File: src/rtl/glb_load_pkg.sv
// Shared types and constants for the GLB load sequencer: FSM state encoding,
// destination codes and the one-hot GLB write-enable mapping.
package glb_load_pkg;

    typedef enum logic [1:0] {
        IDLE  = 2'd0,
        LOAD  = 2'd1,
        FLUSH = 2'd2
    } state_t;

    localparam logic [1:0] DEST_IFMAP   = 2'b00;
    localparam logic [1:0] DEST_FILTER  = 2'b01;
    localparam logic [1:0] DEST_BIAS    = 2'b10;
    localparam logic [1:0] DEST_ILLEGAL = 2'b11;

    localparam logic [2:0] WE_NONE   = 3'b000;
    localparam logic [2:0] WE_IFMAP  = 3'b001;
    localparam logic [2:0] WE_FILTER = 3'b010;
    localparam logic [2:0] WE_BIAS   = 3'b100;

    function automatic logic [2:0] dest_onehot(input logic [1:0] d);
        logic [2:0] v;
        v = WE_NONE;
        case (d)
            DEST_IFMAP:  v = WE_IFMAP;
            DEST_FILTER: v = WE_FILTER;
            DEST_BIAS:   v = WE_BIAS;
            default:     v = WE_NONE;
        endcase
        return v;
    endfunction

endpackage

File: src/rtl/glb_addr_counter.sv
// Word counter for one GLB load: latches base and length, produces the
// current write address (base + cnt, wrapping) and a last-word flag.
module glb_addr_counter #(
    parameter int ADDR_WIDTH = 20
) (
    input  logic                  clk,
    input  logic                  rst,
    input  logic                  i_load,
    input  logic                  i_inc,
    input  logic [ADDR_WIDTH-1:0] i_base,
    input  logic [ADDR_WIDTH-1:0] i_words,
    output logic [ADDR_WIDTH-1:0] o_addr,
    output logic                  o_last
);

    localparam logic [ADDR_WIDTH-1:0] ONE = {{(ADDR_WIDTH-1){1'b0}}, 1'b1};

    logic [ADDR_WIDTH-1:0] r_base;
    logic [ADDR_WIDTH-1:0] r_words;
    logic [ADDR_WIDTH-1:0] r_cnt;

    always_ff @(posedge clk or posedge rst) begin
        if (rst) begin
            r_base  <= '0;
            r_words <= '0;
            r_cnt   <= '0;
        end else if (i_load) begin
            r_base  <= i_base;
            r_words <= i_words;
            r_cnt   <= '0;
        end else if (i_inc) begin
            r_cnt   <= r_cnt + ONE;
        end
    end

    // Address arithmetic is mod 2^ADDR_WIDTH so a load may wrap past the top.
    assign o_addr = r_base + r_cnt;
    assign o_last = (r_cnt == (r_words - ONE));

endmodule

File: src/rtl/glb_load_sequencer.sv
// Pops words from the link FIFO and writes them into the ifmap/filter/bias GLB.
// Optional XOR checksum of each load's words when GLB_LOAD_CHECKSUM_EN is defined.
module glb_load_sequencer
    import glb_load_pkg::*;
#(
    parameter int ADDR_WIDTH = 20,
    parameter int DATA_WIDTH = 16
) (
    input  logic                  core_clk,
    input  logic                  core_reset,
    input  logic                  start,
    input  logic [1:0]            dest,
    input  logic [ADDR_WIDTH-1:0] words_num,
    input  logic [ADDR_WIDTH-1:0] base_addr,
    input  logic                  fifo_rempty,
    input  logic [DATA_WIDTH-1:0] fifo_rdata,
    output logic                  fifo_rinc,
    output logic [2:0]            glb_we,
    output logic [ADDR_WIDTH-1:0] glb_addr,
    output logic [DATA_WIDTH-1:0] glb_wdata,
    output logic                  busy,
    output logic                  ifmap_done,
    output logic                  filter_done,
    output logic                  bias_done,
    output logic                  illegal_dest,
`ifdef GLB_LOAD_CHECKSUM_EN
    output logic [DATA_WIDTH-1:0] checksum,
`endif
    output logic [1:0]            o_dbg_state
);

    // FIFO handshake: fifo_rdata is valid whenever fifo_rempty is low, and a
    // word is consumed on any rising edge where fifo_rinc is high.

    state_t                r_state;
    state_t                w_next;
    logic                  w_pop;
    logic                  w_start_load;
    logic                  w_start_zero;
    logic                  w_start_bad;
    logic                  w_last;
    logic [ADDR_WIDTH-1:0] w_addr;

    logic [1:0]            r_dest;
    logic [2:0]            r_we;
    logic [2:0]            r_done;
    logic                  r_illegal;
    logic [ADDR_WIDTH-1:0] r_addr;
    logic [DATA_WIDTH-1:0] r_wdata;

    glb_addr_counter #(
        .ADDR_WIDTH(ADDR_WIDTH)
    ) u_addr_counter (
        .clk     (core_clk),
        .rst     (core_reset),
        .i_load  (w_start_load),
        .i_inc   (w_pop),
        .i_base  (base_addr),
        .i_words (words_num),
        .o_addr  (w_addr),
        .o_last  (w_last)
    );

    always_ff @(posedge core_clk or posedge core_reset) begin
        if (core_reset) begin
            r_state <= IDLE;
        end else begin
            r_state <= w_next;
        end
    end

    always_comb begin
        w_next       = r_state;
        w_pop        = 1'b0;
        w_start_load = 1'b0;
        w_start_zero = 1'b0;
        w_start_bad  = 1'b0;
        case (r_state)
            IDLE: begin
                if (start) begin
                    if (dest == DEST_ILLEGAL) begin
                        w_start_bad = 1'b1;
                    end else if (words_num == '0) begin
                        w_start_zero = 1'b1;
                    end else begin
                        w_start_load = 1'b1;
                        w_next       = LOAD;
                    end
                end
            end
            LOAD: begin
                w_pop = !fifo_rempty;
                if (w_pop && w_last) begin
                    w_next = FLUSH;
                end
            end
            FLUSH:   w_next = IDLE;
            default: w_next = IDLE;
        endcase
    end

    // Write port is registered: a pop in cycle N shows up on glb_* in cycle N+1.
    always_ff @(posedge core_clk or posedge core_reset) begin
        if (core_reset) begin
            r_dest    <= DEST_IFMAP;
            r_we      <= WE_NONE;
            r_done    <= WE_NONE;
            r_illegal <= 1'b0;
            r_addr    <= '0;
            r_wdata   <= '0;
        end else begin
            r_we      <= w_pop ? dest_onehot(r_dest) : WE_NONE;
            r_illegal <= w_start_bad;
            if (w_pop) begin
                r_addr  <= w_addr;
                r_wdata <= fifo_rdata;
            end
            if (w_start_load) begin
                r_dest <= dest;
            end
            if (w_start_zero) begin
                r_done <= dest_onehot(dest);
            end else if (r_state == FLUSH) begin
                r_done <= dest_onehot(r_dest);
            end else begin
                r_done <= WE_NONE;
            end
        end
    end

`ifdef GLB_LOAD_CHECKSUM_EN
    logic [DATA_WIDTH-1:0] r_checksum;

    always_ff @(posedge core_clk or posedge core_reset) begin
        if (core_reset) begin
            r_checksum <= '0;
        end else if (w_start_load || w_start_zero) begin
            r_checksum <= '0;
        end else if (w_pop) begin
            r_checksum <= r_checksum ^ fifo_rdata;
        end
    end

    assign checksum = r_checksum;
`else
    // Default build carries no checksum state.
`endif

    assign fifo_rinc    = w_pop;
    assign glb_we       = r_we;
    assign glb_addr     = r_addr;
    assign glb_wdata    = r_wdata;
    assign busy         = (r_state != IDLE);
    assign ifmap_done   = r_done[0];
    assign filter_done  = r_done[1];
    assign bias_done    = r_done[2];
    assign illegal_dest = r_illegal;
    assign o_dbg_state  = r_state;

endmodule

File: config.mk
export PLATFORM = sky130hd
export DESIGN_NAME = glb_load_sequencer
export DESIGN_NICKNAME = d
export VERILOG_FILES = /design/src/rtl/glb_load_pkg.sv /design/src/rtl/glb_addr_counter.sv /design/src/rtl/glb_load_sequencer.sv
export SDC_FILE = /design/constraint.sdc
export NUM_CORES = 1
export LEC_CHECK = 0
export ABC_AREA = 0
export CORE_ASPECT_RATIO = 0.8
export CORE_MARGIN = 2
export CORE_UTILIZATION = 23
export DETAILED_ROUTE_END_ITERATION = 8
export GPL_TIMING_DRIVEN = 0
export PLACE_DENSITY = 0.51
export SLEW_MARGIN = 10
export SYNTH_ARGS = -nofsm -noshare
export SYNTH_HDL_FRONTEND = slang
export SYNTH_SLANG_ARGS = --single-unit
File: constraint.sdc
create_clock -name core_clk -period 5.26 [get_ports core_clk]
set_clock_uncertainty 0.15 [all_clocks]
set_input_delay 0.526 -clock core_clk [delete_from_list [all_inputs] [get_ports core_clk]]
set_output_delay 0.526 -clock core_clk [all_outputs]
set_load 0.1 [all_outputs]
==> results of run 1 <==
==> state kept, by name (all words and copies together) (netlist names), 2 cells and up <==
register                count
glb_addr                   20
u_addr_counter.r_base      20
u_addr_counter.r_cnt       20
u_addr_counter.r_words     20
glb_wdata                  16
glb_we                      3
r_done                      3
o_dbg_state                 2
r_dest                      2
==> placed cells by master (no fill, tap or decap), types with 8 or more instances in the layout <==
master           Yosys  layout
xnor2_1             22      22
nor4_1              10      10
dfrtp_1            107     107
clkbuf_16            0       9
o21ai_0             19      19
nand2_1            212     212
xor2_1              29      29
nor3_1              15      15
clkdlybuf4s50_1      0     108
o21a_1               8       8
inv_1               12      11
clkbuf_1            23      25
nand3_1             16      16
o31ai_1              9       9
a21oi_1             17      17
ha_1                21      21
nand4_1             11      11
nor2_1              45      45
nor2b_1              9       9
==> power by group <==
part	internal [µW]	leakage (µW)	switching, µW
Combinational	203	0.00199	425
Sequential	877	0.00142	65.5
Clock	374	0.000142	334
==> area by class of cell <==
| cell class | count | area [µm²] |
|---|---|---|
| sequential | 107 | 2680 |
| buffer | 30 | 125 |
| timing repair buffer | 109 | 1110 |
| inverter | 13 | 53.8 |
| tap | 324 | 405 |
| fill | 2710 | 17600 |
| multi-input combinational | 539 | 3110 |
| clock buffer | 11 | 233 |
| clock inverter | 5 | 62.6 |
==> cell families (layout without fill, tap and decap cells) <==
kind of cell / count (synthesis) / count (layout) / share of synthesized area (%)
fa+ha+maj: 22 / 22 / 4.75
buf+inv: 43 / 168 / 2.92
flops: 107 / 107 / 44.9
xor+xnor: 51 / 51 / 7.50
mux: 3 / 3 / 0.525
simple gates: 364 / 364 / 28.3
compound gates: 99 / 99 / 11.1
==> worst max path at each step <==
stage                                          to  slack (ns)  cells past startpoint
after floorplan                         fifo_rinc        1.69                      6
after global placement    glb_addr[3]$_DFFE_PP0P_       -0.20                      2
after detailed placement                fifo_rinc        0.66                      7
after CTS                               fifo_rinc        0.66                      7
after global routing                    fifo_rinc        0.54                      7
final                                   fifo_rinc        0.67                      7
==> metal layers <==
layer	global-route usage (%)	vias to the layer above	part of all wire, %
met5	0	-	0
met4	3.32	0	1.0
met3	2.66	11	3.9
met2	20.3	86	45
met1	18.5	2472	50
li1	-	2592	-
==> worst max-delay path, stage by stage <==
cell and delay, ns:
clkdlybuf4s50_1 0.49, or2_1 0.29, clkbuf_1 0.19, inv_2 0.18, clkbuf_1 0.49, clkbuf_1 0.50, clkdlybuf4s50_1 1.24
==> stage by stage <==
| step | cell area [µm²] | TNS (ns) |
|---|---|---|
| 4_1_cts | 7770 | 0 |
| 3_5_place_dp | 7480 | 0 |
| 2_1_floorplan | 5960 | 0 |
| 5_1_grt | 7770 | 0 |
| 3_3_place_gp | 7440 | -20.94 |
| 6_report | 7770 | 0 |
==> results.toml, run 1 <==
[worst_setup_path]
startpoint_type = "input port"
cp_max_fo = 10
end_kind = "output pin"
critPathLaunch = "fifo_rempty"
timing.critical_path.arrival_ns = 3.91
crit_type = "input port to output pin"
worstReg2RegEnd = "o_dbg_state[0]$_DFFE_PP0P_"
ff2ff_setup_slack_ns = 2.01
r2r_cells = 9
reg2reg_from = "u_addr_counter.r_words[0]$_DFFE_PP0P_"
required_ns = 4.58

[power_and_ir_drop]
ir_worst_vdd_uv = 157
power_leakage_uw = 0.00355
total_power_uw = 2280
p_per_area_nw_per_um2 = 293

[logic_synthesis]
seq_area_frac_synth_pct = 44.9
netlist_area_um2 = 5960
synth_fp_nets = 773
yosys.area.top_type = "dfrtp_1"
synth_common_cells = "nand2_1 (212), dfrtp_1 (107), nor2_1 (45)"
synth-main-ff-cell = "dfrtp_1"
avgSynthCellArea_um2 = 8.65
synth_top_area_share_pct = 44.9
netlist_top_cells_area = "dfrtp_1 (45%), nand2_1 (13%), ha_1 (4.4%)"
synth-edff-count = 0
synthCells = 689
yosysMostFrequentCell = "nand2_1"
ys_ff_latch = 107
synth_cell_types = 64
yosys_warnings = 0
synthArstFlopShare_pct = 100

[run]
maxCapViolCount = 0

[sta]
min_period_over_period_pct = 87.3
hold_ws_ns = 0.326
period_minus_slack_ns = 4.59
worst_pin_slew_ns = 1.01
fin_ws_ns = 0.670
final_max_slew_viol_count = 0
max_clock_freq_mhz = 218
timing.max_slew.rel_slack_pct = 32.6
setup_violations = 0
finalHoldViolCount = 0
rsz0062_at_grt = "false"

[min_path]
hold_path_end = "glb_wdata[0]$_DFFE_PP0P_"
hold-path-cell-count = 2
min_path_type = "flop to flop"
worstHoldStart = "glb_wdata[0]$_DFFE_PP0P_"

[routing]
drt-vias-per-instance = 4.54
drt-total-wl_um = 17200
firstDrtPassIters = 5
drt_iter0_markers = 304
antenna_left = 0
vias = 5161
wire_per_inst_um = 15.1
drc_errors = 0

[global_route]
grt_usage_pct = 13.0
grt_antenna_before_repair = 0
grt_pass1_wl_um = 27600
grt_pass1_vias = 5095
overflow = 0
grt_max_degree = 61

[clock_tree]
post-cts-setup-buffers = 0
root_buffer = "clkbuf_16"
cts_resized = 0
tritoncts = "yes"
postCtsHoldBufs = 0
cts.sink_count = 107
cts_made_buffers = 9
clkTransAtPathRegs_ns = 0.07
clk_latency_ns = 0.36
htree_levels = 3
cts_buffer_depth = 2

[floorplanning]
start_util_pct = 23.5
ioPinCount = 109
fp-row-count = 52
core-area_um2 = 25400
die_h_um = 148
die-area_um2 = 27200
die_x_um = 184

[layout]
fin_util_pct = 30.6
area_growth_pct = 30.4
instances_no_fill = 1138
nets = 893
drive_above_1_share_pct = 3.69
n_antenna_cell = 0

[status]
status = "finished, final reports clean"

[place]
numPortBuffers = 108
dp_cells = 1122
place_ws_ns = 0.657
routabilityCongestion = 0.799
place_hpwl_um = 13200
Note: power is estimated with default switching activity, not from simulation.
==> run 2: changes to the inputs <==
Settings changed: GPL_TIMING_DRIVEN 0 to unset.
==> results.toml, run 2 (synthesis gave the netlist of run 1 again) <==
[layout]
nets = 867
n_antenna_cell = 0
fin_util_pct = 30.2
most-common-layout-cells = "nand2_1 (212), clkdlybuf4s50_1 (108), dfrtp_1 (107)"
area_growth_pct = 28.7
final_common_cell = "nand2_1"
drive_above_1_share_pct = 4.44

[routing]
wire_per_inst_um = 14.5
firstDrtPassIters = 4
vias = 5015
drc_errors = 0
drt_iter0_markers = 279
drt-total-wl_um = 16100
drt-vias-per-instance = 4.51
antenna_left = 0

[clock_tree]
postCtsHoldBufs = 0
htree_levels = 3
cts.sink_count = 107
clkTransAtPathRegs_ns = 0.07
clk_latency_ns = 0.35
cts_buffer_depth = 2
tritoncts = "yes"
cts_made_buffers = 9
cts_resized = 0
post-cts-setup-buffers = 0
root_buffer = "clkbuf_16"

[sta]
finalHoldViolCount = 0
setup_violations = 0
period_minus_slack_ns = 3.18
min_period_over_period_pct = 60.5
worst_pin_slew_ns = 1.01
rsz0062_at_grt = "false"
max_clock_freq_mhz = 314
setup-tns-final_ns = 0
timing.max_slew.rel_slack_pct = 32.5
final_max_slew_viol_count = 0

[floorplanning]
core-area_um2 = 25400
die-area_um2 = 27200
die_x_um = 184
die_h_um = 148
start_util_pct = 23.5
fp-row-count = 52
ioPinCount = 109

[worst_setup_path]
startpoint_type = "input port"
cp_cell_sequence = "clkdlybuf4s50_1 > or2_2 > inv_2 > clkdlybuf4s50_1"
cp_common_cell = "clkdlybuf4s50_1"
max_stage_delay_ns = 1.12
cp_max_fo = 2
cp_top_family = "buffers and inverters"
timing.critical_path.slowest_stage_cell = "clkdlybuf4s50_1"
crit_type = "input port to output pin"
end_kind = "output pin"
timing.critical_path.arrival_ns = 2.51
worstPathBufferInverterCount = 3
required_ns = 4.58

[global_route]
grt_pass1_wl_um = 25700
grt_pass1_vias = 4768
overflow = 0
grt_antenna_before_repair = 0
grt_usage_pct = 12.0
grt_max_degree = 67

[power_and_ir_drop]
ir_worst_vdd_uv = 163
p_per_area_nw_per_um2 = 296
power_leakage_uw = 0.00352

[status]
status = "finished, final reports clean"

[place]
numPortBuffers = 108
place_hpwl_um = 11800
routabilityCongestion = 0.806

[run]
maxCapViolCount = 0

[min_path]
min_path_type = "flop to flop"
==> run 2: power by group <==
part	total, µW	switching, µW	internal [µW]
logic	618	418	200
registers	949	71.5	877
clock network	703	321	383
==> run 2: final cells by class <==
type                       count  area [µm²]
clock buffer                  10         239
clock inverter                 6        65.1
fill                        2682       17700
inverter                      13        51.3
multi-input combinational    539        3110
sequential                   107        2680
tap                          324         405
timing repair buffer         113        1120
==> run 2: worst paths after layout <==
kind	slack (ns)	endpoint	cells past startpoint	start
worst max-delay path	2.08	fifo_rinc	4	fifo_rempty
worst min-delay path	0.32	glb_wdata[13]$_DFFE_PP0P_	2	glb_wdata[13]$_DFFE_PP0P_
worst max register to register	2.13	o_dbg_state[0]$_DFFE_PP0P_	9	u_addr_counter.r_words[0]$_DFFE_PP0P_
worst min register to register	0.32	glb_wdata[13]$_DFFE_PP0P_	2	glb_wdata[13]$_DFFE_PP0P_
max in group asynchronous	3.61	glb_addr[3]$_DFFE_PP0P_	3	core_reset
min in group asynchronous	0.47	u_addr_counter.r_words[15]$_DFFE_PP0P_	2	core_reset
==> run 2: stage by stage <==
stage	area [µm²]	setup slack [ns]	cells	hold WS, ns	power, µW
finish	7670	2.08	1112	0.325	2270
global placement	7370	2.07	1096	0.309	1590
detailed placement	7370	2.06	1096	0.311	1590
CTS	7670	2.04	1112	0.330	2310
floorplan	5960	1.69	689	0.300	1390
global route	7670	1.89	1112	0.351	2390
==> run 2: tightest hold or removal path: stages (launching register included) <==
cell and delay (ns):
dfrtp_1 0.34, nand2_1 0.05, nand2_1 0.05
==> run 2: layer usage <==
metal | GRT usage [%] | vias up | part of all wire, %
li1 | - | 2544 | -
met1 | 16.6 | 2382 | 49
met2 | 18.8 | 75 | 45
met3 | 2.69 | 14 | 3.9
met4 | 3.52 | 0 | 1.5
met5 | 0 | - | 0
